===== src/rtl/countdown_timer_param.sv =====
// N-digit BCD countdown timer with debounced key entry and a scanned, registered 7-segment driver.
// Key events act one cycle after release is seen (after a 2-flop sync); display outputs lag state by one cycle.
module countdown_timer_param #(
  parameter int NDIG      = 6,
  parameter int SCAN_DIV  = 100000,
  parameter int DEB_CYC   = 1000000,
  parameter int TICK_DIV  = 50000000,
  parameter int PAUSE_EN  = 1,
  parameter int MMSS_MODE = 0,
  parameter int ALARM_TMO = 0
) (
  input  logic            clkin,
  input  logic            rst,
  input  logic            ke,
  input  logic            ku,
  input  logic            kd,
  input  logic            kl,
  input  logic            kr,
  output logic [NDIG-1:0] sel_n,
  output logic [7:0]      seg,
  output logic            alarm_n,
  output logic [2:0]      state_o
);

  localparam int CW = (NDIG > 1) ? $clog2(NDIG) : 1;
  localparam int DW = $clog2(DEB_CYC + 1);
  localparam int TW = (TICK_DIV > 1) ? $clog2(TICK_DIV) : 1;
  localparam int SW = (SCAN_DIV > 1) ? $clog2(SCAN_DIV) : 1;
  localparam int AW = (ALARM_TMO > 1) ? $clog2(ALARM_TMO) : 1;

  localparam logic [DW-1:0] DEB_MAX  = DW'(DEB_CYC);
  localparam logic [TW-1:0] TICK_MAX = TW'(TICK_DIV - 1);
  localparam logic [TW-1:0] TICK_HALF = TW'(TICK_DIV / 2);
  localparam logic [SW-1:0] SCAN_MAX = SW'(SCAN_DIV - 1);
  localparam logic [CW-1:0] CUR_MAX  = CW'(NDIG - 1);
  localparam logic [AW-1:0] TMO_LAST = AW'((ALARM_TMO > 0) ? ALARM_TMO - 1 : 0);
  localparam logic [NDIG-1:0] SEL_ONE = {{(NDIG-1){1'b0}}, 1'b1};

  typedef enum logic [2:0] {
    S_IDLE  = 3'd0,
    S_SET   = 3'd1,
    S_RUN   = 3'd2,
    S_PAUSE = 3'd3,
    S_ALARM = 3'd4
  } state_t;

  function automatic logic [3:0] dig_lim(input int i);
    if (MMSS_MODE != 0 && (i == 1 || i == 3)) return 4'd5;
    return 4'd9;
  endfunction

  function automatic logic [7:0] seg_lut(input logic [3:0] d);
    case (d)
      4'd0: seg_lut = 8'hC0;
      4'd1: seg_lut = 8'hF9;
      4'd2: seg_lut = 8'hA4;
      4'd3: seg_lut = 8'hB0;
      4'd4: seg_lut = 8'h99;
      4'd5: seg_lut = 8'h92;
      4'd6: seg_lut = 8'h82;
      4'd7: seg_lut = 8'hF8;
      4'd8: seg_lut = 8'h80;
      4'd9: seg_lut = 8'h90;
      default: seg_lut = 8'hFF;
    endcase
  endfunction

  // Key order {ke, kl, kr, ku, kd} doubles as event priority, MSB first.
  logic [4:0]    key_raw, key_s1, key_s2, ev;
  logic [DW-1:0] deb_cnt [5];
  logic          ev_e, ev_l, ev_r, ev_u, ev_d;

  assign key_raw = {ke, kl, kr, ku, kd};

  always_ff @(posedge clkin) begin
    if (rst) begin
      key_s1 <= '1;
      key_s2 <= '1;
      for (int k = 0; k < 5; k++) deb_cnt[k] <= '0;
    end else begin
      key_s1 <= key_raw;
      key_s2 <= key_s1;
      for (int k = 0; k < 5; k++) begin
        if (!key_s2[k]) begin
          if (deb_cnt[k] != DEB_MAX) deb_cnt[k] <= deb_cnt[k] + 1'b1;
        end else begin
          deb_cnt[k] <= '0;
        end
      end
    end
  end

  always_comb begin
    for (int k = 0; k < 5; k++) ev[k] = key_s2[k] && (deb_cnt[k] == DEB_MAX);
  end

  assign ev_e = ev[4];
  assign ev_l = ev[3] & ~ev[4];
  assign ev_r = ev[2] & ~|ev[4:3];
  assign ev_u = ev[1] & ~|ev[4:2];
  assign ev_d = ev[0] & ~|ev[4:1];

  state_t             state, nxt_state;
  logic [4*NDIG-1:0]  val, nxt_val, dec_val;
  logic [CW-1:0]      cursor, nxt_cur;
  logic [TW-1:0]      tick_cnt, nxt_tick;
  logic [AW-1:0]      tmo_cnt, nxt_tmo;
  logic [3:0]         cur_d, cur_lim;
  logic               borrow;
  logic               tick_end;

  assign tick_end = (tick_cnt == TICK_MAX);
  assign cur_d    = val[4*int'(cursor) +: 4];
  assign cur_lim  = dig_lim(int'(cursor));

  // Borrow ripples from the LSD; a zero digit reloads to its own limit.
  always_comb begin
    dec_val = val;
    borrow  = 1'b1;
    for (int i = 0; i < NDIG; i++) begin
      if (borrow) begin
        if (val[4*i +: 4] == 4'd0) begin
          dec_val[4*i +: 4] = dig_lim(i);
        end else begin
          dec_val[4*i +: 4] = val[4*i +: 4] - 4'd1;
          borrow = 1'b0;
        end
      end
    end
  end

  always_comb begin
    nxt_state = state;
    nxt_val   = val;
    nxt_cur   = cursor;
    nxt_tick  = tick_cnt;
    nxt_tmo   = tmo_cnt;
    case (state)
      S_IDLE: begin
        nxt_val = '0;
        if (ev_e) begin
          nxt_state = S_SET;
          nxt_cur   = CUR_MAX;
        end
      end
      S_SET: begin
        if (ev_e) begin
          if (val != '0) begin
            nxt_state = S_RUN;
            nxt_tick  = '0;
          end
        end else if (ev_l) begin
          nxt_cur = (cursor == CUR_MAX) ? '0 : cursor + 1'b1;
        end else if (ev_r) begin
          nxt_cur = (cursor == '0) ? CUR_MAX : cursor - 1'b1;
        end else if (ev_u) begin
          nxt_val[4*int'(cursor) +: 4] = (cur_d == cur_lim) ? 4'd0 : cur_d + 4'd1;
        end else if (ev_d) begin
          nxt_val[4*int'(cursor) +: 4] = (cur_d == 4'd0) ? cur_lim : cur_d - 4'd1;
        end
      end
      S_RUN: begin
        if (ev_e) begin
          if (PAUSE_EN != 0) begin
            nxt_state = S_PAUSE;
          end else begin
            nxt_state = S_IDLE;
            nxt_val   = '0;
          end
        end else if (tick_end) begin
          nxt_tick = '0;
          nxt_val  = dec_val;
          if (dec_val == '0) begin
            nxt_state = S_ALARM;
            nxt_tmo   = '0;
          end
        end else begin
          nxt_tick = tick_cnt + 1'b1;
        end
      end
      S_PAUSE: begin
        if (ev_e) nxt_state = S_RUN;
        else if (ev_u) nxt_state = S_SET;
      end
      S_ALARM: begin
        nxt_val = '0;
        if (ev_e) begin
          nxt_state = S_IDLE;
        end else if (ALARM_TMO > 0) begin
          if (tick_end) begin
            nxt_tick = '0;
            if (tmo_cnt == TMO_LAST) begin
              nxt_state = S_IDLE;
              nxt_tmo   = '0;
            end else begin
              nxt_tmo = tmo_cnt + 1'b1;
            end
          end else begin
            nxt_tick = tick_cnt + 1'b1;
          end
        end
      end
      default: begin
        nxt_state = S_IDLE;
        nxt_val   = '0;
      end
    endcase
  end

  always_ff @(posedge clkin) begin
    if (rst) begin
      state    <= S_IDLE;
      val      <= '0;
      cursor   <= CUR_MAX;
      tick_cnt <= '0;
      tmo_cnt  <= '0;
      alarm_n  <= 1'b1;
    end else begin
      state    <= nxt_state;
      val      <= nxt_val;
      cursor   <= nxt_cur;
      tick_cnt <= nxt_tick;
      tmo_cnt  <= nxt_tmo;
      alarm_n  <= (nxt_state != S_ALARM);
    end
  end

  assign state_o = state;

  logic [SW-1:0] scan_cnt;
  logic [CW-1:0] scan_idx;
  logic [TW-1:0] blink_cnt;
  logic [7:0]    disp_seg;

  always_comb begin
    disp_seg = seg_lut(val[4*int'(scan_idx) +: 4]);
    if (state == S_SET && scan_idx == cursor && blink_cnt >= TICK_HALF) disp_seg = 8'hFF;
    if (state == S_PAUSE && scan_idx == '0) disp_seg[7] = 1'b0;
  end

  // Select and segments are registered together from the same scan index.
  always_ff @(posedge clkin) begin
    if (rst) begin
      scan_cnt  <= '0;
      scan_idx  <= '0;
      blink_cnt <= '0;
      sel_n     <= '1;
      seg       <= 8'hFF;
    end else begin
      blink_cnt <= (blink_cnt == TICK_MAX) ? '0 : blink_cnt + 1'b1;
      if (scan_cnt == SCAN_MAX) begin
        scan_cnt <= '0;
        scan_idx <= (scan_idx == '0) ? CUR_MAX : scan_idx - 1'b1;
      end else begin
        scan_cnt <= scan_cnt + 1'b1;
      end
      sel_n <= ~(SEL_ONE << scan_idx);
      seg   <= disp_seg;
    end
  end

endmodule


===== config.mk =====
export PLATFORM = sky130hd
export DESIGN_NAME = countdown_timer_param
export DESIGN_NICKNAME = d
export VERILOG_FILES = /design/src/rtl/countdown_timer_param.sv
export SDC_FILE = /design/constraint.sdc
export NUM_CORES = 1
export LEC_CHECK = 0
export CAP_MARGIN = 10
export CORE_AREA = 2 2 152 154
export DETAILED_ROUTE_END_ITERATION = 12
export DIE_AREA = 0 0 154 156
export PLACE_DENSITY_LB_ADDON = 0.3
export SLEW_MARGIN = 20
export SYNTH_ARGS = -nofsm -noshare
export SYNTH_HDL_FRONTEND = slang
export SYNTH_SLANG_ARGS = --single-unit

===== constraint.sdc =====
create_clock -name clkin -period 2.9 [get_ports clkin]
set_input_delay 0.435 -clock clkin [delete_from_list [all_inputs] [get_ports clkin]]
set_output_delay 0.435 -clock clkin [all_outputs]
set_load 0.02 [all_outputs]

==> qor.txt <==
Syn Nets - 1461
Adder-Cell Fraction of Synth Area - 0.0280
Number of buffers added on ports - 24
Distinct cells, synth - 76
Synth Register Bits - 227
Worst R2R Start - deb_cnt[0][11]
Post-DP HPWL - 20400 um
Die height - 156 um
Compound-Gate Fraction of Synth Area - 0.0948
GRT overflow - 0
Critical Path Sink Type - flop
Antenna violations before repair - 0
Post-Synthesis Cells - 1426
Die area - 24000 um2
CP delay by family, top - simple AND/OR/NAND/NOR gates
Warning count from the yosys run - 0
Worst path bufs/invs - 1
Top cells by area, synth - dfxtp_1 24%, edfxtp_1 19%, nor2_1 7.5%
Hold path cells - 2
Commonest cells post-synth - 251 x nor2_1, 147 x dfxtp_1, 100 x nand2_1, 100 x nand3_1, 91 x xor2_1
Worst-Skew Late Latency - 0.54 ns
Hold Crit Class - in -> reg
Clk_skew - 0.0164 ns
CP Data Required Time - 3.19 ns
Initial DRC count - 1067
Main combinational cell family by area after synthesis - simple AND/OR/NAND/NOR gates
Final Max Slew Viols - 0
Drt pass-1 iters - 6
Core area - 22400 um2
Startpoint type of the worst setup path - flop
Fillers - 1758
Synth Area in XOR/XNOR - 0.104
Area of the multi-input gates - 6930 um2
Wire length per cell - 16.2 um
RSZ-0062 raised after global routing - true
Io pins - 25
Count leader, synth - nor2_1
TritonCTS clock tree - yes
Global-route wire length before repair - 49000 um
Worst Min Path Start - rst
Post-synthesis mux area share - 0.0334
Stages on worst setup path - 7
Slew Limit Headroom - 0.574
Max cap viols - 0
H-Tree Depth - 1
Status - finished, violations left
Layout cells sized above 1 - 0.144
Final Net Count - 1557
CP Max Fanout - 20
Clock sink total - 227
Largest net degree at the start of global routing - 31
Async SR Flop Fraction - 0
TNS Setup - -0.322 ns
Vias in the first global route - 10100
CP startpoint - deb_cnt[0][11]
Root buf cell - clkbuf_16
Final GP Congestion - 0.946
Cts hold-fix bufs - 0
Post-DRT Antenna Nets - 0
Final Setup Violations - 40
Min Clock Period, post-route - 2.92 ns
Pre-CTS setup slack - -0.0970 ns
DR vias - 10800
Fmax - 342 MHz
Sequential share of the synthesized area - 0.427
Critical Path Max Stage Delay - 0.55 ns
Clock tree buffer depth - 3
Crit path cell chain - or4b_1 > or4b_4 > o41a_1 > or4_4 > o21ai_2 > buf_12 > nor2_1
Final wirelength - 29600 um
Worst setup margin - -0.0204 ns
Ant diodes - 0
Initial core utilization - 0.560
Static leakage - 5.62 nW
DRC Markers - 0
Std-Cell Rows - 55
P per Cell Area - 474 nW/um2
Tcrit/Tclk final - 1.01
Primary FF master, synth - dfxtp_1
Inserted Clock Buffers - 26
Cell count of the worst reg-to-reg path - 7
CP Class - reg -> reg
Critical Path AT - 3.21 ns
Core Util, Final - 0.662
Cell accounting for the most synthesized area - dfxtp_1
Post-synth EDFFs - 80
Failing checks - setup timing
Final-report hold violation count - 0
Chip width - 154 um
Register Area - 5350 um2
CTS clk-pin slew, worst paths - 0.07 ns
Vias per cell - 5.91
Area fraction of the dominant cell type after synthesis - 0.235
Maximum VDD drop - 0.384 mV
Slowest cell on crit path - or4b_4
Simple-gate area share of the yosys netlist - 0.279
Slew @ Worst Pin - 0.634 ns
Syn-to-layout area delta - 18.2%
Gr usage total - 0.243
Avg Cell Area, Syn - 8.78 um2
Synthesized area - 12500 um2
-- flip-flops by register name (all words and copies together), names as in the netlist, 6 cells and up --
register,count
sel_n,6
blink_cnt,26
scan_cnt,17
seg,8
deb_cnt,100
tick_cnt,26
val,24
-- logic make-up after synthesis --
| family | Yosys count |
|---|---|
| compound gates | 178 |
| mux | 34 |
| xor+xnor | 148 |
| flops | 227 |
| fa+ha+maj | 28 |
| buf+inv | 111 |
| simple gates | 700 |
-- repair_timing --
item,CTS,global route
pin swaps,0,15
setup buffers,0,5
resized for setup,9,46
gates cloned,1,0
setup endpoints to repair,81,101
-- cells in the final DEF (no fill, tap or decap), drive strengths merged, types with 9 or more instances in the layout --
master         synthesis  final
or3                   10     10
nor4                  21     21
nor2                 251    251
edfxtp                80     80
buf                   14    102
a31oi                 12     12
xnor2                 57     57
and2                  15     15
clkbuf                43     36
nor4b                 17     17
clkinv                 1      9
mux2                  12     12
a211oi                10     10
and4                  12     12
and3                  40     40
nand2                101    101
dfxtp                147    147
nand3                100    100
clkdlybuf4s50          0     23
o21ai                 40     40
xor2                  91     91
inv                   53     54
nand4                 39     39
nor3                  33     33
ha                    28     28
a21oi                 49     49
or2                   17     17
mux2i                 17     17
-- final cells by class --
class / instances / share of cell area
Clock buffer: 36 / 0.0522
Clock inverter: 11 / 0.00854
Inverter: 54 / 0.0137
Multi-Input combinational cell: 1088 / 0.468
Sequential cell: 227 / 0.361
Tap cell: 285 / 0.0241
Timing Repair Buffer: 125 / 0.0717
-- power by group --
part           leakage (nW)  switching (mW)  internal, mW
logic                  3.00           0.149         0.122
registers              2.17          0.0323          3.32
clock network         0.446            1.34          2.05
total                  5.62            1.52          5.49
-- final timing paths --
check	endpoint	slack, ns
worst max-delay path	deb_cnt[3][18]	-0.02
worst min register to register	key_s2[1]	0.41
worst max register to register	deb_cnt[3][18]	-0.02
worst min-delay path	key_s2[1]	0.39
-- routing by layer --
metal,vias up,GRT usage,part of all wire
li1,5292,-,-
met1,5048,0.323,0.44
met2,370,0.410,0.47
met3,75,0.0461,0.070
met4,0,0.0672,0.023
met5,-,0,0
-- per-stage QoR --
stage	hold WS (ns)	power (mW)	area, um2	cells
after floorplan	0.389	3.57	12500	1426
after global placement	0.392	3.67	13600	1773
after detailed placement	0.398	3.68	13600	1773
after CTS	0.360	7.05	14600	1821
after global routing	0.411	7.23	14800	1826
final	0.391	7.01	14800	1826
(Power assumes the default switching activity.)
==> patch, RTL diff (config.mk and constraints unchanged) <==
Remove the register `sel_n`: a continuous assignment takes its place, so the output `sel_n` follows one clock earlier.
--- a/src/rtl/countdown_timer_param.sv
+++ b/src/rtl/countdown_timer_param.sv
@@ -246,3 +246,2 @@
       blink_cnt <= '0;
-      sel_n     <= '1;
       seg       <= 8'hFF;
@@ -256,3 +255,2 @@
       end
-      sel_n <= ~(SEL_ONE << scan_idx);
       seg   <= disp_seg;
@@ -261,2 +259,4 @@
 
+  assign sel_n = ~(SEL_ONE << scan_idx);
+
 endmodule
Behaviour: not the same (Yosys sat finds a counterexample within 4 cycles, from zero or initial values and one cycle with rst high).
==> patch against the unedited design <==
Sequential cell count is 6 lower; area after synthesis is 1.7% lower; final cell count is 3.1% lower; design area is 3.3% lower; wire length is 8.1% lower; setup slack better by 0.052 ns; critical path depth is 3 higher; total power is 2.2% lower; largest power group is now registers.
==> patch: results (changes against the unedited design) <==
- DRT Wirelength: 27.2 mm (-8.1%)
- Vias: 10,100 (-6.2%)
- Met2 WL: 12.7 mm (-7.9%)
- Final HPWL DP: 18.8 mm (-8.0%)
- GRT Resource Usage Total: 22.8% (-1.6 points)
- Net Sw Power: 1.48 mW (-2.6%)
- Uppermost routed layer: met4
- Library cells used by synthesis: 81 (+6.6%)
- Post-synth top cells: nor2_1, dfxtp_1, xor2_1
- Layout cell share with drive strength beyond 1: 12.9% (-1.5 points)
- Clock share of power: 47.2% (-1.1 points)
- Vias in the first global route: 9,791 (-3.5%)
- Maximum number of pins on one net before global-route repair: 33 (+6.5%)
- Met1 usage: 29.8% (-2.5 points)
- Num CTS Buffers: 25 (-3.8%)
- GP Congestion: 0.940 (-0.62%)
- Placed Instance Area: 13,300 sq um (-2.8%)
- LEAKAGE: 5.43 nW (-3.3%)
- Met3 global-route usage: 3.86% (-0.75 points)
- FILL cells: 1,848 (+5.1%)
- Status: finished, final reports clean
- First-pass GRT wire length: 46.2 mm (-5.7%)
- Sequential cell area fraction in the yosys report: 42.5% (-0.22 points)
- Worst-path fanout max: 7 (-65%)
- Nets: 1,502 (-3.5%)
- DR pass1 iterations: 5 (-1)
- Area contributors post-synth: dfxtp_1, edfxtp_1, nor2_1
- M1 WL: 12.1 mm (-6.5%)
- Initial antenna violation count: 0 (unchanged)
- Met2 GRT Util: 38.3% (-2.7 points)
[patch: final timing paths]
kind,cells past startpoint,slack (ns),endpoint,startpoint
max,10,0.03,val[20],deb_cnt[3][10]
min,1,0.41,key_s2[1],key_s1[1]
max reg2reg,10,0.03,val[20],deb_cnt[3][10]
min reg2reg,1,0.41,key_s2[1],key_s1[1]
[patch: timing repair]
item | 4_1_cts | 5_1_grt
buffers inserted | 0 | 10
gates resized for setup | 3 | 23
setup endpoints to repair | 12 | 115
hold buffers | 0 | 0
pin swaps | 1 | 6
[patch: through the flow]
| stage | setup slack [ns] | instances | utilization, % | power, mW |
|---|---|---|---|---|
| after floorplan | 0.0353 | 1390 | - | 3.57 |
| after global placement | -0.0581 | 1715 | 59.3 | 3.68 |
| after detailed placement | -0.0719 | 1715 | 59.3 | 3.68 |
| after CTS | 0.0161 | 1760 | 63.1 | 6.94 |
| after global routing | -0.0649 | 1770 | 64.0 | 7.10 |
| final | 0.0316 | 1770 | 64.0 | 6.86 |
[patch: cell type report]
type	count	area (sq um)	area share, %
multi-input combinational	1055	6740	47.1
sequential	221	5230	36.6
timing repair buffer	101	896	6.26
clock buffer	34	711	4.97
tap	285	357	2.49
inverter	63	236	1.65
clock inverter	11	138	0.962
[patch: logic make-up (layout without fill, tap and decap cells)]
logic type               Yosys count  count (layout)  synth area share, %
buffers and inverters            114             209                 3.69
flip-flops                       221             221                 42.5
adder cells (fa/ha/maj)           28              28                 2.85
XOR/XNOR                         146             146                 10.4
AO/OA/AOI/OAI                    179             179                 9.74
AND/OR/NAND/NOR                  665             665                 27.2
multiplexers                      37              37                 3.62
